--- src/rtl/core_control_fsm_pkg.sv ---
// Shared definitions for the core control sequencer: state codes and the
// position of the load/store L bit inside the decoder's ls_flags bus.
// The decoder and datapath import the same codes so debug views agree.
package core_control_fsm_pkg;

  // Sequencer states; codes 6 and 7 are unused and recover to FETCH.
  typedef enum logic [2:0] {
    ST_FETCH  = 3'd0,
    ST_DECODE = 3'd1,
    ST_EXEC   = 3'd2,
    ST_MEM    = 3'd3,
    ST_WB     = 3'd4,
    ST_BRANCH = 3'd5
  } state_t;

  // ls_flags is {P,U,B,W,L}; L selects load (1) versus store (0).
  localparam int LS_L_BIT = 0;

  // True for the two states that sit waiting on a memory acknowledge.
  function automatic logic is_wait_state(input state_t s);
    return (s == ST_FETCH) || (s == ST_MEM);
  endfunction

endpackage

--- src/rtl/core_control_fsm_wait_timer.sv ---
// Wait-cycle timer for the core control sequencer. Counts consecutive
// cycles spent waiting on a memory acknowledge and flags expiry on the
// TIMEOUT_CYCLES-th waiting cycle. Only instantiated when the top is built
// with CORE_CTRL_MEM_TIMEOUT_EN defined.
module ctrl_wait_timer #(
  parameter int TIMEOUT_CYCLES = 16
) (
  input  logic clk,
  input  logic rst,
  input  logic clear,
  input  logic enable,
  output logic expired
);

  localparam int TW = (TIMEOUT_CYCLES > 1) ? $clog2(TIMEOUT_CYCLES + 1) : 1;

  logic [TW-1:0] count;

  // Expiry is reported combinationally during the waiting cycle itself, so
  // the sequencer can abort in that same cycle (an ack in that cycle wins,
  // because the top only enables the timer when no ack is present).
  assign expired = enable && (count == TW'(TIMEOUT_CYCLES - 1));

  // Counter restarts whenever the wait ends, the state changes or it expires;
  // it never passes TIMEOUT_CYCLES-1 because expiry also clears it.
  always_ff @(posedge clk) begin
    if (rst || clear) begin
      count <= '0;
    end else if (enable) begin
      count <= count + 1'b1;
    end
  end

endmodule

--- src/rtl/core_control_fsm.sv ---
// Multi-cycle core sequencer: FETCH -> DECODE -> EXEC / MEM (-> WB) / BRANCH.
// Drives IR load, PC update, the data-memory handshake and register-file /
// flag write enables from the decoder's outputs, and counts retired
// instructions (skipped instructions are not counted).
//
// Optional feature: define CORE_CTRL_MEM_TIMEOUT_EN to bound the wait for
// imem_ack / dmem_ack to TIMEOUT_CYCLES cycles. On expiry abort pulses; a
// fetch is retried, a data access is abandoned without retiring. Without
// the macro the sequencer waits indefinitely and abort is tied low.
module core_control_fsm
  import core_control_fsm_pkg::*;
#(
  parameter int TIMEOUT_CYCLES = 16,
  parameter int CNT_W          = 32
) (
  input  logic             clk,
  input  logic             rst,
  input  logic             ig_ex,
  input  logic             br_en,
  input  logic             link,
  input  logic             mem_op,
  input  logic [4:0]       ls_flags,
  input  logic             write_rd,
  input  logic             update_flags,
  input  logic             imem_ack,
  input  logic             dmem_ack,
  output logic             imem_req,
  output logic             ir_load,
  output logic             pc_inc,
  output logic             pc_load,
  output logic             dmem_req,
  output logic             dmem_we,
  output logic             rf_we,
  output logic             flags_we,
  output logic [2:0]       state,
  output logic [CNT_W-1:0] instr_count,
  output logic             abort
);

  state_t           state_q;
  logic [CNT_W-1:0] count_q;
  logic             load_op;
  logic             expired;

  assign load_op = ls_flags[LS_L_BIT];

`ifdef CORE_CTRL_MEM_TIMEOUT_EN
  logic waiting;
  logic timer_clear;

  // A cycle counts as waiting only while in FETCH/MEM without the matching
  // ack; any other cycle (including the ack cycle itself) restarts the timer,
  // which is what clears it on every state entry.
  assign waiting     = !rst && is_wait_state(state_q) &&
                       ((state_q == ST_FETCH) ? !imem_ack : !dmem_ack);
  assign timer_clear = !waiting || expired;

  ctrl_wait_timer #(
    .TIMEOUT_CYCLES(TIMEOUT_CYCLES)
  ) u_wait_timer (
    .clk    (clk),
    .rst    (rst),
    .clear  (timer_clear),
    .enable (waiting),
    .expired(expired)
  );
`else
  logic [31:0] unused_timeout_cfg;

  assign expired            = 1'b0;
  assign unused_timeout_cfg = 32'(TIMEOUT_CYCLES);
`endif

  logic unused_ls_flags;
  assign unused_ls_flags = ^ls_flags[4:1];

  // Sequencer state and retired-instruction counter. Decoder inputs are only
  // looked at from DECODE onwards; acks only in their own wait state, so a
  // stray ack elsewhere has no effect. Retirement happens on the cycle an
  // instruction leaves its final state; the counter wraps naturally.
  always_ff @(posedge clk) begin
    if (rst) begin
      state_q <= ST_FETCH;
      count_q <= '0;
    end else begin
      case (state_q)
        ST_FETCH: begin
          if (imem_ack) begin
            state_q <= ST_DECODE;
          end
        end
        ST_DECODE: begin
          if (ig_ex) begin
            state_q <= ST_FETCH;
          end else if (br_en) begin
            state_q <= ST_BRANCH;
          end else if (mem_op) begin
            state_q <= ST_MEM;
          end else begin
            state_q <= ST_EXEC;
          end
        end
        ST_EXEC: begin
          state_q <= ST_FETCH;
          count_q <= count_q + 1'b1;
        end
        ST_MEM: begin
          if (dmem_ack) begin
            if (load_op) begin
              state_q <= ST_WB;
            end else begin
              state_q <= ST_FETCH;
              count_q <= count_q + 1'b1;
            end
          end else if (expired) begin
            state_q <= ST_FETCH;
          end
        end
        ST_WB: begin
          state_q <= ST_FETCH;
          count_q <= count_q + 1'b1;
        end
        ST_BRANCH: begin
          state_q <= ST_FETCH;
          count_q <= count_q + 1'b1;
        end
        default: begin
          state_q <= ST_FETCH;
        end
      endcase
    end
  end

  // Control outputs decoded from the registered state plus current inputs so
  // ir_load/pc_inc can fire in the same cycle as imem_ack. Reset forces every
  // output low immediately, dropping any pending request. On a timeout the
  // request stays up through the expiry cycle (a late ack there is still
  // honoured) and drops on the following cycle.
  always_comb begin
    imem_req = 1'b0;
    ir_load  = 1'b0;
    pc_inc   = 1'b0;
    pc_load  = 1'b0;
    dmem_req = 1'b0;
    dmem_we  = 1'b0;
    rf_we    = 1'b0;
    flags_we = 1'b0;
    if (!rst) begin
      case (state_q)
        ST_FETCH: begin
          imem_req = 1'b1;
          ir_load  = imem_ack;
          pc_inc   = imem_ack;
        end
        ST_EXEC: begin
          rf_we    = write_rd;
          flags_we = update_flags;
        end
        ST_MEM: begin
          dmem_req = 1'b1;
          dmem_we  = !load_op;
        end
        ST_WB: begin
          rf_we = 1'b1;
        end
        ST_BRANCH: begin
          pc_load = 1'b1;
          rf_we   = link;
        end
        default: begin
          imem_req = 1'b0;
        end
      endcase
    end
  end

  assign state       = rst ? 3'd0 : state_q;
  assign instr_count = rst ? '0 : count_q;
  assign abort       = expired;

endmodule

--- config.mk ---
export PLATFORM = sky130hd
export DESIGN_NAME = core_control_fsm
export DESIGN_NICKNAME = d
export VERILOG_FILES = /design/src/rtl/core_control_fsm_pkg.sv /design/src/rtl/core_control_fsm_wait_timer.sv /design/src/rtl/core_control_fsm.sv
export SDC_FILE = /design/constraint.sdc
export NUM_CORES = 1
export LEC_CHECK = 0
export ABC_CLOCK_PERIOD_IN_PS = 4900
export CORE_ASPECT_RATIO = 1.75
export CORE_MARGIN = 2
export CORE_UTILIZATION = 52
export CTS_BUF_LIST = sky130_fd_sc_hd__clkbuf_4 sky130_fd_sc_hd__clkbuf_8
export DETAILED_ROUTE_END_ITERATION = 8
export PLACE_DENSITY = 0.91
export SYNTH_ARGS = -nofsm -noshare
export SYNTH_HDL_FRONTEND = slang
export SYNTH_SLANG_ARGS = --single-unit
export TNS_END_PERCENT = 20
--- constraint.sdc ---
create_clock -name clk -period 4.9 [get_ports clk]
set_input_delay 0.98 -clock clk [delete_from_list [all_inputs] [get_ports clk]]
set_output_delay 0.98 -clock clk [all_outputs]
set_load 0.02 [all_outputs]
## Word-level counts from Yosys, hierarchy flattened

Index checks and enable logic that the tools add are counted.

- Equal/unequal tests: 8
- Add/subtract/negate cells: 1
- Order comparisons: 0
- Shift operators: 0
- Div/mod/pow operators: 0
- Bitwise operators: 0
- Reduce and logical (&&, ||, !) cells: 6
- $mul: 0
- Muxes and demuxes: 26

Operators with widths:

| operator | number |
|---|---|
| $mux W32 | 3 |
| $pmux W32 S2 | 1 |
| $add A32 B1 Y32 const B | 1 |
| $mux W3 | 6 |
| $mux W1 | 14 |
| $pmux W3 S3 | 1 |
| $eq A3 B2 Y1 const B | 2 |
| $eq A3 B3 Y1 const B | 2 |
| $ne A2 B2 Y1 const B | 3 |
| $eq A3 B1 Y1 const B | 1 |
| $logic_not A3 Y1 | 1 |
| $pmux W1 S3 | 1 |
| $reduce_and A3 Y1 | 1 |
| $reduce_or A3 Y1 | 1 |
| $reduce_and A2 Y1 | 1 |
| $reduce_bool A2 Y1 | 1 |
| $logic_not A1 Y1 | 1 |

- Bits of input ports: 15
- Flip-flop bits (word level): 35
- Bits in writable memories: 0
- Latch bits: 0
- Logic and storage cells: 43
- Memories kept: 0
- Memory bits (read-only): 0
- Output and inout bits: 44

## Logic depth before layout (Yosys ltp)

- Depth in word-level cells: 4
- Gate-level depth with buffers: 7
- Depth with buffers taken out: 5

## Worst setup path after synthesis

No wires, ideal clock.

- Kind: input -> output
- Start: in rst
- End: out imem_req
- Setup slack: 1.919 ns
- Buffers on the path: 2
- Arrival: 2.001 ns
- Stages: 3
- Data required time: 3.920 ns
- Cells stage by stage: clkbuf_1 -> buf_1 -> nor4_1

- Cells in the longest elaborated chain, start to end: 1

Ends and longest elaborated chain:

| item | line | text |
|---|---|---|
| start: declaration | core_control_fsm.sv:17 | `input logic rst,` |
| $mux W1 | core_control_fsm.sv:148 | `if (!rst) begin` |
| end: declaration | core_control_fsm.sv:27 | `output logic imem_req,` |

No other way between the ends.

## Final worst setup path

- Start: in rst
- End: out dmem_we

- Cells in the longest elaborated chain, start to end: 1

Ends and longest elaborated chain:

| item | line | text |
|---|---|---|
| $mux W1 | core_control_fsm.sv:148 |  |
| end: declaration | core_control_fsm.sv:32 | `output logic dmem_we,` |

No other way between the ends.

==> impl_results.md <==
* Outcome: finished clean
* Antenna cells at 0
* Syn Nets at approximately 270
* RSZ-0062 raised after global routing: false
* Part of the power in registers at 48.1%
* Initial core utilization at between 50% and 60%
* Port Buf Inserts at 53
* Yosys Warn Count at 0
* Skew final at a little under 7 ps
* Worst hold path class: reg2reg
* TNS Setup at 0 ps
* Main flop type after synthesis: dfxtp_1
* Max Cap Viol at 0
* Cts repair resizes at 0
* Largest net degree at the start of global routing at 31
* Area Overhead vs Synth at 32.19%
* # rows at 29
* Switching power at between 100 and 150 uW
* Num CTS Buffers at 5
* FMAX at roughly 0.3 GHz
* Iteration-0 DRC Markers at 60
* Post-layout util at between 70% and 80%
* FF+latch count, synth at 35
* Post-CTS setup buffer count at 0
* Fin nets at about 320
* Worst vdd ir at around 0.18 mV
* # setup viols final at 0
* Congestion Overflow GR at 0
* Clk root buf: clkbuf_8
* CTS H-tree depth at 2
* Avg WL per Cell at approximately 14 um
* Post-synth EDFFs at 0
* Place WS at 1497 ps
* Die H at roughly 86 um
* Commonest non-fill, non-tap cell in the layout: clkdlybuf4s50_1
* Core ar. at 3665 um2
* GRT Overall Usage at between 20% and 30%
* Final worst slack at about 1500 ps
* Final period util at between 60% and 70%
* Tot Pwr at 602.5 uW
* Crit start category: input pin
* Clock slew at reported path FFs at 70 ps
* DRT antenna net count at 0
* Num ports at 59
* # clock sinks at 35
* Logic gate share of total power at between 6 and 7%
* Most frequent cells in the layout: 52 x clkdlybuf4s50_1, 35 x dfxtp_1, 34 x nor2_1, 33 x nor2b_1, 15 x nand2_1
* Minimum clock period at about 3400 ps
* Initial antenna violation count at 0
* Hold violation total from the final report at 0
* Mapped Area at roughly 2000 um2
* RD Place Congestion at between 0.7 and 0.8
* Die X at between 50 and 60 um
* Vias in the first global route at about 1900
* Leakage at around 0.0009 uW
* Max-slew headroom at between 60% and 70%
* Clk network pwr share at around 45%
* Slew @ Worst Pin at approximately 540 ps
* Sw Share at roughly 22%
* Avg Vias per Cell at ~5.6
* Setup crit end kind: output pin
* Pwr/cell area at 226.8 nW/um2
* Insertion delay to the later sink of the worst-skew pair at 290 ps
* Mapped Cells at about 260
* CP Data Required Time at between 3000 and 4000 ps
* Routed WL at between 4000 and 5000 um
* Fin. max-slew vios at 0
* Register area share after synthesis at roughly a third
* Die area at 4397 um2
* Layout cells sized above 1 at under 10%
* Clock Path Buffers at 2
* CTS tree: built
* Hpwl dp at between 3000 and 4000 um
* Filler cell count at about 280
* Drt pass-1 iters at 4
* Distinct cells, synth at 38
* Async S/R FF share, synth at 0%
* First-pass GRT wire length at about 8300 um
* Pint at 469.1 uW
* DRC viols at 0
* CTS hold repair buffers at 0
* CP Max Fanout at 30
* Vias at 1972
* Hold Worst Slack at between 500 and 600 ps
* Crit Path Class: in2out
* Critical path arrival at about 2400 ps
* Syn_area_per_cell at between 7 and 8 um2
-- registers in the layout, indices dropped and copies added, names as in the netlist --
name / flops
count_q: 32
state_q: 3
-- metal layers --
layer  wire [um]  vias up  track usage [%]
met2        2623       54            44.16
met3         173       15            4.310
met1        1974      917            26.33
li1            -      986                -
met4         163        0            13.27
met5           0        -                0
-- power by group through the flow --
stage	combinational [uW]	clock, uW	sequential [uW]
4_1_cts	41.6	273	289
3_3_place_gp	40.2	0	296
6_report	41.7	271	290
5_1_grt	45.9	288	290
2_1_floorplan	26.7	0	293
3_5_place_dp	41.4	0	296
-- stage by stage --
step,instance area (um2),cells
final,2656,352
after global placement,2539,344
after detailed placement,2539,344
after CTS,2656,352
after floorplan,2009,257
after global routing,2656,352
-- logic make-up (layout without fill, tap and decap cells) --
kind of cell	count (synthesis)	in the layout	share of synthesized area, %
other	1	1	0.1866
AO/OA/AOI/OAI	26	26	7.721
multiplexers	3	3	1.619
flip-flops	35	35	34.87
adder cells (fa/ha/maj)	1	1	0.6226
XOR/XNOR	21	21	9.153
AND/OR/NAND/NOR	149	149	40.91
buffers and inverters	21	70	4.919
-- cell type report --
class | instances | area (um2) | area share [%]
clock buffers | 6 | 82.58 | 3.109
well taps | 46 | 57.56 | 2.167
flip-flops and latches | 35 | 700.7 | 26.38
inverters | 6 | 22.52 | 0.8479
multi-input cells | 201 | 1210 | 45.55
repair buffers | 56 | 548.0 | 20.63
clock inverters | 2 | 35.03 | 1.319
-- synth_stat cells, drive strengths merged, types with 3 or more instances --
| library cell | n | area (um2) |
|---|---|---|
| nor2b | 33 | 206.5 |
| clkbuf | 5 | 18.77 |
| nor3 | 7 | 35.03 |
| or4 | 4 | 30.03 |
| nand2 | 15 | 56.30 |
| nor4 | 9 | 62.56 |
| xnor2 | 13 | 113.9 |
| xor2 | 8 | 70.07 |
| buf | 10 | 57.56 |
| and3 | 6 | 37.54 |
| nand3 | 11 | 60.06 |
| o21ai | 8 | 40.04 |
| inv | 6 | 22.52 |
| nand4 | 11 | 68.82 |
| dfxtp | 35 | 700.7 |
| a21oi | 11 | 55.05 |
| or3 | 7 | 43.79 |
| and2 | 3 | 18.77 |
| nor2 | 34 | 127.6 |
| and4 | 5 | 43.79 |
-- critical path, cell delays in order --
cell             delay, ps
buf_2                  260
nor2b_1                260
nand2b_1               140
nor3_1                 160
clkdlybuf4s50_1        630
-- final timing paths --
path / startpoint / endpoint / slack, ps / cells after the start
worst max-delay path: rst / dmem_we / 1490 / 5
worst min register to register: count_q[29] / count_q[29] / 510 / 2
worst max register to register: state_q[1] / count_q[27] / 2710 / 5
worst min-delay path: count_q[29] / count_q[29] / 510 / 2
Note: power is estimated with default switching activity, not from simulation.
